===== config.mk =====
export PLATFORM = sky130hd
export DESIGN_NAME = frame_stream_source
export DESIGN_NICKNAME = d
export VERILOG_FILES = /design/src/rtl/frame_stream_source.sv
export SDC_FILE = /design/constraint.sdc
export NUM_CORES = 1
export LEC_CHECK = 0
export ABC_CLOCK_PERIOD_IN_PS = 8620
export CAP_MARGIN = 5
export CORE_ASPECT_RATIO = 0.75
export CORE_MARGIN = 2
export CORE_UTILIZATION = 40
export CTS_CLUSTER_DIAMETER = 30
export DETAILED_ROUTE_END_ITERATION = 16
export GPL_TIMING_DRIVEN = 0
export SLEW_MARGIN = 20
export SYNTH_ARGS = -nofsm -noshare
export SYNTH_HDL_FRONTEND = slang
export SYNTH_SLANG_ARGS = --single-unit

===== constraint.sdc =====
create_clock -name clk -period 8.62 [get_ports clk]
set_clock_uncertainty 0.2 [all_clocks]
set_input_delay 1.293 -clock clk [delete_from_list [all_inputs] [get_ports clk]]
set_output_delay 1.293 -clock clk [all_outputs]
set_load 0.01 [all_outputs]

===== src/rtl/frame_stream_source.sv =====
// Frame reader: walks a frame buffer in raster order and emits a gap-free tagged
// pixel stream for filter_unit, followed by flush words that drain the filter.
module frame_stream_source #(
    parameter int                   TAG_WIDTH    = 2,
    parameter logic [TAG_WIDTH-1:0] INVALID_TAG  = 2'd0,
    parameter logic [TAG_WIDTH-1:0] DATA_TAG0    = 2'd1,
    parameter logic [TAG_WIDTH-1:0] DATA_TAG1    = 2'd2,
    parameter logic [TAG_WIDTH-1:0] DATA_END_TAG = 2'd3,
    parameter int                   OPE_WIDTH    = 3,
    parameter int                   ADDR_WIDTH   = 20,
    parameter int                   DATA_WIDTH   = 8 + TAG_WIDTH
) (
    input  logic                  clk,
    input  logic                  rst,
    input  logic                  start,
    input  logic [31:0]           image_width,
    input  logic [31:0]           image_height,
    output logic [ADDR_WIDTH-1:0] mem_addr,
    input  logic [7:0]            mem_rdata,
    output logic                  reflesh,
    output logic [DATA_WIDTH-1:0] data_out,
    output logic                  busy,
    output logic                  done,
    output logic [1:0]            dbg_state
);

    // Handshake: none. start is a level request sampled only in IDLE; the
    // stream has no ready, every cycle from first pixel to last flush word is valid.
    typedef enum logic [1:0] {
        IDLE   = 2'd0,
        CLEAR  = 2'd1,
        STREAM = 2'd2,
        FLUSH  = 2'd3
    } state_t;

    state_t                  state_q;
    logic [31:0]             width_q;
    logic [31:0]             height_q;
    logic [31:0]             col_q;
    logic [31:0]             row_q;
    logic [ADDR_WIDTH-1:0]   addr_q;
    logic [31:0]             flush_len_q;
    logic [31:0]             flush_cnt_q;
    logic                    v1_q;
    logic [TAG_WIDTH-1:0]    tag1_q;
    logic [DATA_WIDTH-1:0]   data_q;
    logic                    reflesh_q;
    logic                    busy_q;
    logic                    done_q;

    logic                    last_col_d;
    logic                    last_pix_d;
    logic [TAG_WIDTH-1:0]    tag_d;
    logic [31:0]             flush_len_d;
    logic [DATA_WIDTH-1:0]   word_d;

    always_comb begin
        last_col_d  = (col_q == width_q - 32'd1);
        last_pix_d  = last_col_d && (row_q == height_q - 32'd1);
        // The end tag wins over row parity, also for a 1x1 frame.
        if (last_pix_d)
            tag_d = DATA_END_TAG;
        else if (row_q[0])
            tag_d = DATA_TAG1;
        else
            tag_d = DATA_TAG0;
        flush_len_d = 32'(OPE_WIDTH - 1) * image_width + 32'(OPE_WIDTH);
        word_d      = v1_q ? {tag1_q, mem_rdata} : {INVALID_TAG, 8'h00};
    end

    always_ff @(posedge clk or posedge rst) begin
        if (rst) begin
            state_q     <= IDLE;
            width_q     <= '0;
            height_q    <= '0;
            col_q       <= '0;
            row_q       <= '0;
            addr_q      <= '0;
            flush_len_q <= '0;
            flush_cnt_q <= '0;
            v1_q        <= 1'b0;
            tag1_q      <= '0;
            data_q      <= '0;
            reflesh_q   <= 1'b0;
            busy_q      <= 1'b0;
            done_q      <= 1'b0;
        end else begin
            // Tag travels one stage alongside the BRAM read, then joins the pixel.
            v1_q      <= (state_q == STREAM);
            tag1_q    <= tag_d;
            data_q    <= word_d;
            reflesh_q <= 1'b0;
            done_q    <= 1'b0;
            case (state_q)
                IDLE: begin
                    if (start && (image_width != 32'd0) && (image_height != 32'd0)) begin
                        width_q     <= image_width;
                        height_q    <= image_height;
                        flush_len_q <= flush_len_d;
                        reflesh_q   <= 1'b1;
                        busy_q      <= 1'b1;
                        state_q     <= CLEAR;
                    end
                end
                CLEAR: begin
                    addr_q      <= '0;
                    col_q       <= '0;
                    row_q       <= '0;
                    flush_cnt_q <= '0;
                    state_q     <= STREAM;
                end
                STREAM: begin
                    if (last_pix_d) begin
                        state_q <= FLUSH;
                    end else begin
                        addr_q <= addr_q + 1'b1;
                        if (last_col_d) begin
                            col_q <= '0;
                            row_q <= row_q + 32'd1;
                        end else begin
                            col_q <= col_q + 32'd1;
                        end
                    end
                end
                FLUSH: begin
                    // The first two FLUSH cycles still drain pixels, hence done at count F+1.
                    if (done_q) begin
                        busy_q  <= 1'b0;
                        state_q <= IDLE;
                    end else begin
                        flush_cnt_q <= flush_cnt_q + 32'd1;
                        if (flush_cnt_q == flush_len_q)
                            done_q <= 1'b1;
                    end
                end
                default: state_q <= IDLE;
            endcase
        end
    end

    assign mem_addr  = addr_q;
    assign reflesh   = reflesh_q;
    assign data_out  = data_q;
    assign busy      = busy_q;
    assign done      = done_q;
    assign dbg_state = state_q;

endmodule


## After elaboration in Yosys (flattened, before gate mapping)

Index checks and enable logic that the tools add are counted.

| operators by class | value |
|---|---|
| add/subtract/negate cells | 7 |
| equal/unequal tests | 12 |
| mux-type cells | 25 |
| reductions and logical operators | 15 |

Operators by type and width:

| kind | number |
|---|---|
| $pmux W32 S2 | 3 |
| $mux W32 | 5 |
| $add A32 B1 Y32 const B | 3 |
| $eq A32 B32 Y1 | 3 |
| $reduce_bool A32 Y1 | 2 |
| $sub A32 B1 Y32 const B | 2 |
| $pmux W20 S2 | 1 |
| $add A32 B2 Y32 const B | 1 |
| $add A20 B1 Y20 const B | 1 |
| $mux W20 | 1 |
| $ne A2 B2 Y1 const B | 6 |
| $mux W10 | 1 |
| $mux W2 | 5 |
| $reduce_and A3 Y1 | 3 |
| $pmux W2 S4 | 1 |
| $mux W1 | 7 |
| $reduce_and A2 Y1 | 3 |
| $reduce_bool A2 Y1 | 3 |
| $eq A2 B2 Y1 const B | 2 |
| $logic_and A1 B1 Y1 | 3 |
| $eq A2 B1 Y1 const B | 1 |
| $logic_not A2 Y1 | 1 |
| $pmux W1 S2 | 1 |

| word-level totals | value |
|---|---|
| register bits | 230 |
| input port bits | 75 |
| output and inout bits | 35 |
| logic and storage cells | 73 |

## Depth between registers and ports, before layout

Gate-level depths: netlist of run 1.

| depth | value |
|---|---|
| word-level depth | 5 |
| depth in mapped cells | 15 |
| gate-level depth less buffers | 12 |

## Worst setup path after synthesis of run 1

No wires, ideal clock.

| timing | value |
|---|---|
| path kind | register to register |
| start | register width_q[0] |
| end | register row_q[11] |
| setup time | 0.078 ns |
| arrival time | 3.482 ns |
| data required time | 8.342 ns |
| slack | 4.860 ns |
| stages on the path, launching flop included | 15 |
| buffers on the path | 2 |
| clock period less this slack | 3.760 ns |
| cell sequence | dfrtp_1 inv_1 ha_1 or3b_2 or4b_1 buf_6 nor3_1 xnor2_1 nand4_1 nor3_4 nand3_4 nand2b_4 buf_6 or4_1 a21oi_1 |

| between the ends | value |
|---|---|
| word-level cells in the longest chain between the ends | 5 |
| elaborated cells on any way between the ends | 6 |
| those cells by class | 1 x add/sub; 3 x eq/ne; 2 x reduce/logical |

Ends and longest elaborated chain:

| what | RTL line | RTL |
|---|---|---|
| start, declared | 37 | `logic [31:0] width_q;` |
| start signal, assigned | 97 | `width_q <= image_width;` |
| $sub A32 B1 Y32 (*) | 58 | `last_col_d = (col_q == width_q - 32'd1);` |
| $eq A32 B32 Y1 (*) | 58 |  |
| $logic_and A1 B1 Y1 | 59 | `last_pix_d = last_col_d && (row_q == height_q - 32'd1);` |
| $ne A2 B2 Y1 (no source line) | -- |  |
| $reduce_and A3 Y1 (no source line) (*) | -- |  |
| end signal, assigned | 119 | `row_q <= row_q + 32'd1;` |
| end, declared | 40 | `logic [31:0] row_q;` |

Mark *: on every way between the ends. The rest lies on a longest branch, timed or not.
A chain may end at the register's enable or synchronous reset.

## Worst setup path after layout of run 1

| timing | value |
|---|---|
| start | register height_q[3] |
| end | register row_q[18] |

| between the ends | value |
|---|---|
| word-level cells in the longest chain between the ends | 5 |

Ends and longest elaborated chain:

| what | RTL line | RTL |
|---|---|---|
| start, declared | 38 | `logic [31:0] height_q;` |
| start signal, assigned | 98 | `height_q <= image_height;` |
| $sub A32 B1 Y32 | 59 |  |
| $eq A32 B32 Y1 | 59 |  |
| $logic_and A1 B1 Y1 | 59 |  |
| $ne A2 B2 Y1 (no source line) | -- |  |
| $reduce_and A3 Y1 (no source line) | -- |  |

No other way between the ends.

==> reports/results.tsv, run 1 <==
metric	value	unit
status	completed	
Max Fclk	220	MHz
P_sw	1970	uW
critical path cell sequence	clkbuf_1 > nor4_1 > nand4_1 > nor3_1 > mux2_2 > o21ba_2 > o211a_1 > nand2_1 > nor3b_2 > buf_2 > nand2_1 > mux2i_1	
first-pass GRT wire length	65200	um
Clock transition at path regs	0.05	ns
die width	216	um
Syn. warnings	0	
pins over their slew limit	0	
max cap viols	0	
Post-Syn Area per Cell	9.32	sq um
Worst Hold Path EP	data_out[8]	
# H-tree levels	2	
Min-Delay Path Depth	1	
sequential share of power	30.3	%
worst ir drop on vdd	0.173	mV
internal power	3610	uW
first drt pass iteration count	5	
startpoint types	flop	
synthesis-stage register bit count	230	
ant diodes	0	
DR iter-0 viols	786	
antenna-violating nets left	0	
cts bufs inserted	55	
I/O pin cnt	110	
CTS-repair resized insts	0	
Setup crit end kind	flop	
PwrDens	323	nW/um^2
Setup Fix Bufs, Post-CTS	0	
Total GRT Usage	23.2	%
filler cell count	3056	
endpoints failing setup	0	
cell mode on critical path	nand2_1	
LEAKAGE	0.00681	uW
sequential fraction of the synthesis area	42.5	%
Post-synth EDFFs	0	
total DRC errors in the routed layout	0	
highest net fanout along the worst path	10	
WHS	0.253	ns
share of cells above drive strength 1	12.5	%
worst skew pair latency	0.58	ns
Detailed Route WL	40400	um
Syn Nets	1541	
largest net degree at the start of global routing	93	
Clock Power Share	40.7	%
Tcrit/Tclk final	52.7	%
Min-Delay Path Class	flop to flop	
reg2reg path depth	12	
Power, Total	5580	uW
unrepaired setup endpoints after global routing	false	
area grow syn2layout	27.5	%
DR vias	12000	
Max transition margin	46.7	%
clk root buf	clkbuf_16	
crit path DAT	4.79	ns
routed via count divided by cell count	5.67	
critical path class	flop to flop	
CP peak stage delay	0.59	ns
initial antenna violation count	0	
Gate Count Post-Synth	1453	
worst slew pin tran	0.800	ns
Min-Delay Startpoint	tag1_q[0]	
vias in the first global route	11600	
sw frac	35.3	%
Worst EP required	8.87	ns
cts hold-fix bufs	0	
nets	1706	
port bufs	106	
count of final hold-check violations	0	
fraction of registers with async set/reset	100	%
Top FF cell, synth	dfrtp_1	
Initial Utilization	40.5	%
CP max-delay cell	nor3b_2	
wire per inst	19.1	um
Post-Syn Area	13500	sq um
clk buf depth	3	
R2R Path End	row_q[18]	
Die Span Y	163	um
post-route minimum period	4.54	ns
Sink Count	230	
HPWL after detailed placement	29200	um
final RePlAce weighted congestion	0.900	
Core Region	33500	sq um
total grt overflow	0	
row count	58	
synth unique cells	80	
RR Startpoint	height_q[3]	
CTS tree	built	
Logic pwr share	29.1	%
die area	35300	sq um
reg2reg setup slack	4.08	ns
commonest non-fill, non-tap cells in the layout	230 x dfrtp_1, 128 x nor2_1, 112 x nand2_1	
most common cell after layout, fill and taps aside	dfrtp_1	
[through the flow]
step | std cells | instance area (sq um) | setup WS [ns] | utilization, % | setup TNS (ns)
CTS | 2113 | 17300 | 4.06 | 51.6 | 0
floorplan | 1453 | 13500 | 0.822 | - | 0
detailed placement | 2011 | 15200 | 3.48 | 45.5 | 0
global route | 2113 | 17300 | 3.65 | 51.6 | 0
global placement | 2009 | 15200 | -2.58 | 45.3 | -586.11
finish | 2113 | 17300 | 4.08 | 51.6 | 0
[synth_stat cells (all sizes together), types with 17 or more instances]
cell / number / area share [%]
o21ai: 89 / 3.3
nor4: 45 / 2.2
and3: 31 / 1.5
mux2i: 18 / 1.3
nand4: 50 / 2.3
o31ai: 35 / 1.9
or3: 18 / 0.83
mux2: 63 / 5.2
inv: 34 / 0.94
or4: 27 / 1.5
xor2: 54 / 3.5
nor2: 130 / 3.6
and2: 17 / 0.79
nand2b: 17 / 0.84
nand2: 112 / 3.1
a21oi: 62 / 2.3
xnor2: 104 / 6.7
clkbuf: 40 / 1.1
nor3: 37 / 1.5
nand3: 69 / 2.6
dfrtp: 230 / 43
[sequential cells by signal, indices dropped and copies added, names as in the netlist]
name,flops
col_q,32
flush_cnt_q,32
flush_len_q,32
height_q,32
row_q,32
width_q,32
mem_addr,20
data_out,10
dbg_state,2
tag1_q,2
busy,1
done,1
reflesh,1
v1_q,1
[power by group through the flow]
| stage | clock, uW | sequential [uW] | combinational [uW] |
|---|---|---|---|
| global placement | 0 | 1690 | 1580 |
| detailed placement | 0 | 1700 | 1600 |
| CTS | 2300 | 1680 | 1620 |
| global route | 2370 | 1730 | 1800 |
| finish | 2270 | 1690 | 1620 |
| floorplan | 0 | 1580 | 1160 |
[routing by layer]
metal	GRT usage (%)	vias to the layer above	part of all wire, %
met2	33.6	417	42
met4	5.79	0	1.6
met5	0	-	0
li1	-	5670	-
met3	4.53	58	6.6
met1	35.2	5835	50
[worst max path at each step]
stage | depth (start not counted) | slack (ns) | to | startpoint
floorplan | 1 | 0.82 | busy | rst
global placement | 2 | -2.58 | mem_addr[16] | rst
detailed placement | 10 | 3.48 | height_q[31] | image_width[0]
CTS | 10 | 4.06 | height_q[31] | image_width[0]
global route | 13 | 3.65 | col_q[8] | height_q[7]
finish | 12 | 4.08 | row_q[18] | height_q[3]
[cells by family after synthesis]
| kind of cell | count (synthesis) | synth area share [%] |
|---|---|---|
| compound gates | 259 | 11.9 |
| xor+xnor | 158 | 10.2 |
| fa+ha+maj | 13 | 1.20 |
| buf+inv | 91 | 2.77 |
| flops | 230 | 42.5 |
| mux | 81 | 6.57 |
| simple gates | 621 | 24.8 |
[final cells by class]
type                       count  area [sq um]  share of cell area [%]
multi-input combinational   1132          7410                    42.9
sequential                   230          5760                    33.3
inverter                      35           139                   0.805
timing repair buffer         108          1120                    6.47
clock buffer                  65          1480                    8.60
buffer                        56           244                    1.41
tap                          450           563                    3.26
clock inverter                37           547                    3.17
[critical path, delay by kind of cell, from the launching register on]
family | cells | cell delay, ns
buffers and inverters | 2 | 0.58
DFF | 1 | 0.35
AOI/OAI and AO/OA | 2 | 0.52
muxes | 2 | 0.52
and+or+nand+nor | 6 | 2.24
Power figures use the tool's default switching activity.
==> inputs of run 2 (changes only) <==
ABC_CLOCK_PERIOD_IN_PS = 4650   (was 8620)
clock period = 4.65 ns   (was 8.62 ns; I/O delays follow)
==> reports/results.tsv, run 2 (synthesis results as in run 1) <==
metric	value	unit
Detail Route met2 WL	16900	um
critical path cell sequence	inv_1 > ha_1 > or3b_2 > or4b_1 > buf_6 > nor3_1 > xnor2_1 > nand4_1 > nor3_4 > nand3_4 > nor3b_4 > buf_2 > nand2_1 > mux2i_1	
initial antenna violation count	1	
routed via count divided by cell count	5.64	
worst ir drop on vdd	0.292	mV
Clock Power Share	39.0	%
Logic pwr share	30.0	%
CP max-delay cell	or4b_1	
Clock transition at path regs	0.05	ns
placed cell area	15300	sq um
crit path DAT	4.61	ns
Routed met3 length	2850	um
most common cell after layout, fill and taps aside	dfrtp_1	
Setup WS post-layout	0.270	ns
clk root buf	clkbuf_16	
worst slack, placed	0.00770	ns
worst skew pair latency	0.57	ns
die width	216	um
critical path class	flop to flop	
# H-tree levels	2	
Worst EP required	4.88	ns
max cap viols	0	
P_sw	3640	uW
Max Fclk	228	MHz
cts hold-fix bufs	0	
startpoint types	flop	
Die Span Y	163	um
pins over their slew limit	0	
Sink Count	230	
sequential share of power	31.0	%
largest net degree at the start of global routing	34	
Min-Delay Path Class	flop to flop	
internal power	6450	uW
vias in the first global route	11600	
wire length on met1	19500	um
commonest non-fill, non-tap cells in the layout	230 x dfrtp_1, 128 x nor2_1, 112 x nand2_1	
status	completed	
DR vias	11900	
CP peak stage delay	0.53	ns
Setup crit end kind	flop	
Initial Utilization	40.5	%
final RePlAce weighted congestion	0.879	
Total GRT Usage	23.0	%
first drt pass iteration count	7	
LEAKAGE	0.00680	uW
Tcrit/Tclk final	94.2	%
share of cells above drive strength 1	13.0	%
antenna-violating nets left	0	
area grow syn2layout	27.5	%
wire per inst	18.9	um
DR top layer	met4	
HPWL after detailed placement	29800	um
post-route minimum period	4.38	ns
Detailed Route WL	40000	um
row count	58	
clk buf depth	3	
count of final hold-check violations	0	
die area	35300	sq um
total DRC errors in the routed layout	0	
I/O pin cnt	110	
highest net fanout along the worst path	10	
sw frac	36.1	%
endpoints failing setup	0	
first-pass GRT wire length	64600	um
fin area	17300	sq um
Setup Fix Bufs, Post-CTS	0	
unrepaired setup endpoints after global routing	false	
CTS tree	built	
port bufs	106	
nets	1710	
total grt overflow	0	
Core Region	33500	sq um
Max transition margin	41.3	%
setup TNS	0	ns
worst slew pin tran	0.872	ns
PwrDens	584	nW/um^2
DR iter-0 viols	1018	
cts bufs inserted	54	
[run 2: metrics by stage]
step                      utilization (%)  cells  hold slack, ns  total power (uW)
after global placement               45.3   2009           0.247              6050
after detailed placement             45.8   2016           0.247              6120
after floorplan                         -   1453           0.234              5080
final                                51.6   2118           0.249             10100
after global routing                 51.6   2118           0.286             10700
after CTS                            51.5   2117           0.254             10100
[run 2: layer usage]
| metal | vias to the layer above | GRT usage [%] |
|---|---|---|
| met5 | - | 0 |
| met4 | 0 | 6.23 |
| met3 | 66 | 4.62 |
| met2 | 399 | 33.4 |
| met1 | 5807 | 34.7 |
| li1 | 5673 | - |
[run 2: area by class of cell]
class	count	area [sq um]
fillers	3019	16200
multi-input cells	1132	7440
flip-flops and latches	230	5760
clock buffers	63	1450
repair buffers	113	1210
well taps	450	563
clock inverters	38	460
plain buffers	56	246
inverters	35	135
diodes	1	2.50
[run 2: worst paths after layout]
path / cells past startpoint / slack (ns) / startpoint / endpoint
max: 14 / 0.27 / width_q[0] / row_q[18]
min: 1 / 0.25 / tag1_q[1] / data_out[9]
max reg2reg: 14 / 0.27 / width_q[0] / row_q[18]
min reg2reg: 1 / 0.25 / tag1_q[1] / data_out[9]
max in group asynchronous: 6 / 2.53 / rst / col_q[12]
min in group asynchronous: 2 / 0.40 / rst / reflesh
[run 2: power groups by stage]
| stage | logic [uW] | registers (uW) | clock network, uW |
|---|---|---|---|
| 3_3_place_gp | 2930 | 3120 | 0 |
| 3_5_place_dp | 2990 | 3130 | 0 |
| 5_1_grt | 3330 | 3210 | 4110 |
| 2_1_floorplan | 2150 | 2940 | 0 |
| 6_report | 3020 | 3130 | 3930 |
| 4_1_cts | 3010 | 3110 | 4010 |
[run 2: what timing repair did]
item                       4_1_cts  5_1_grt
hold endpoints to repair         0        0
setup endpoints to repair        0       54
resized for setup                0       10
[run 2: critical path, delay by kind of cell, from the launching register on]
family	cells	cell delay (ns)
xor gates and xnor gates	1	0.17
DFF	1	0.43
and+or+nand+nor	8	2.49
buffers and inverters	3	0.62
adders and majority gates	1	0.19
muxes	1	0.15
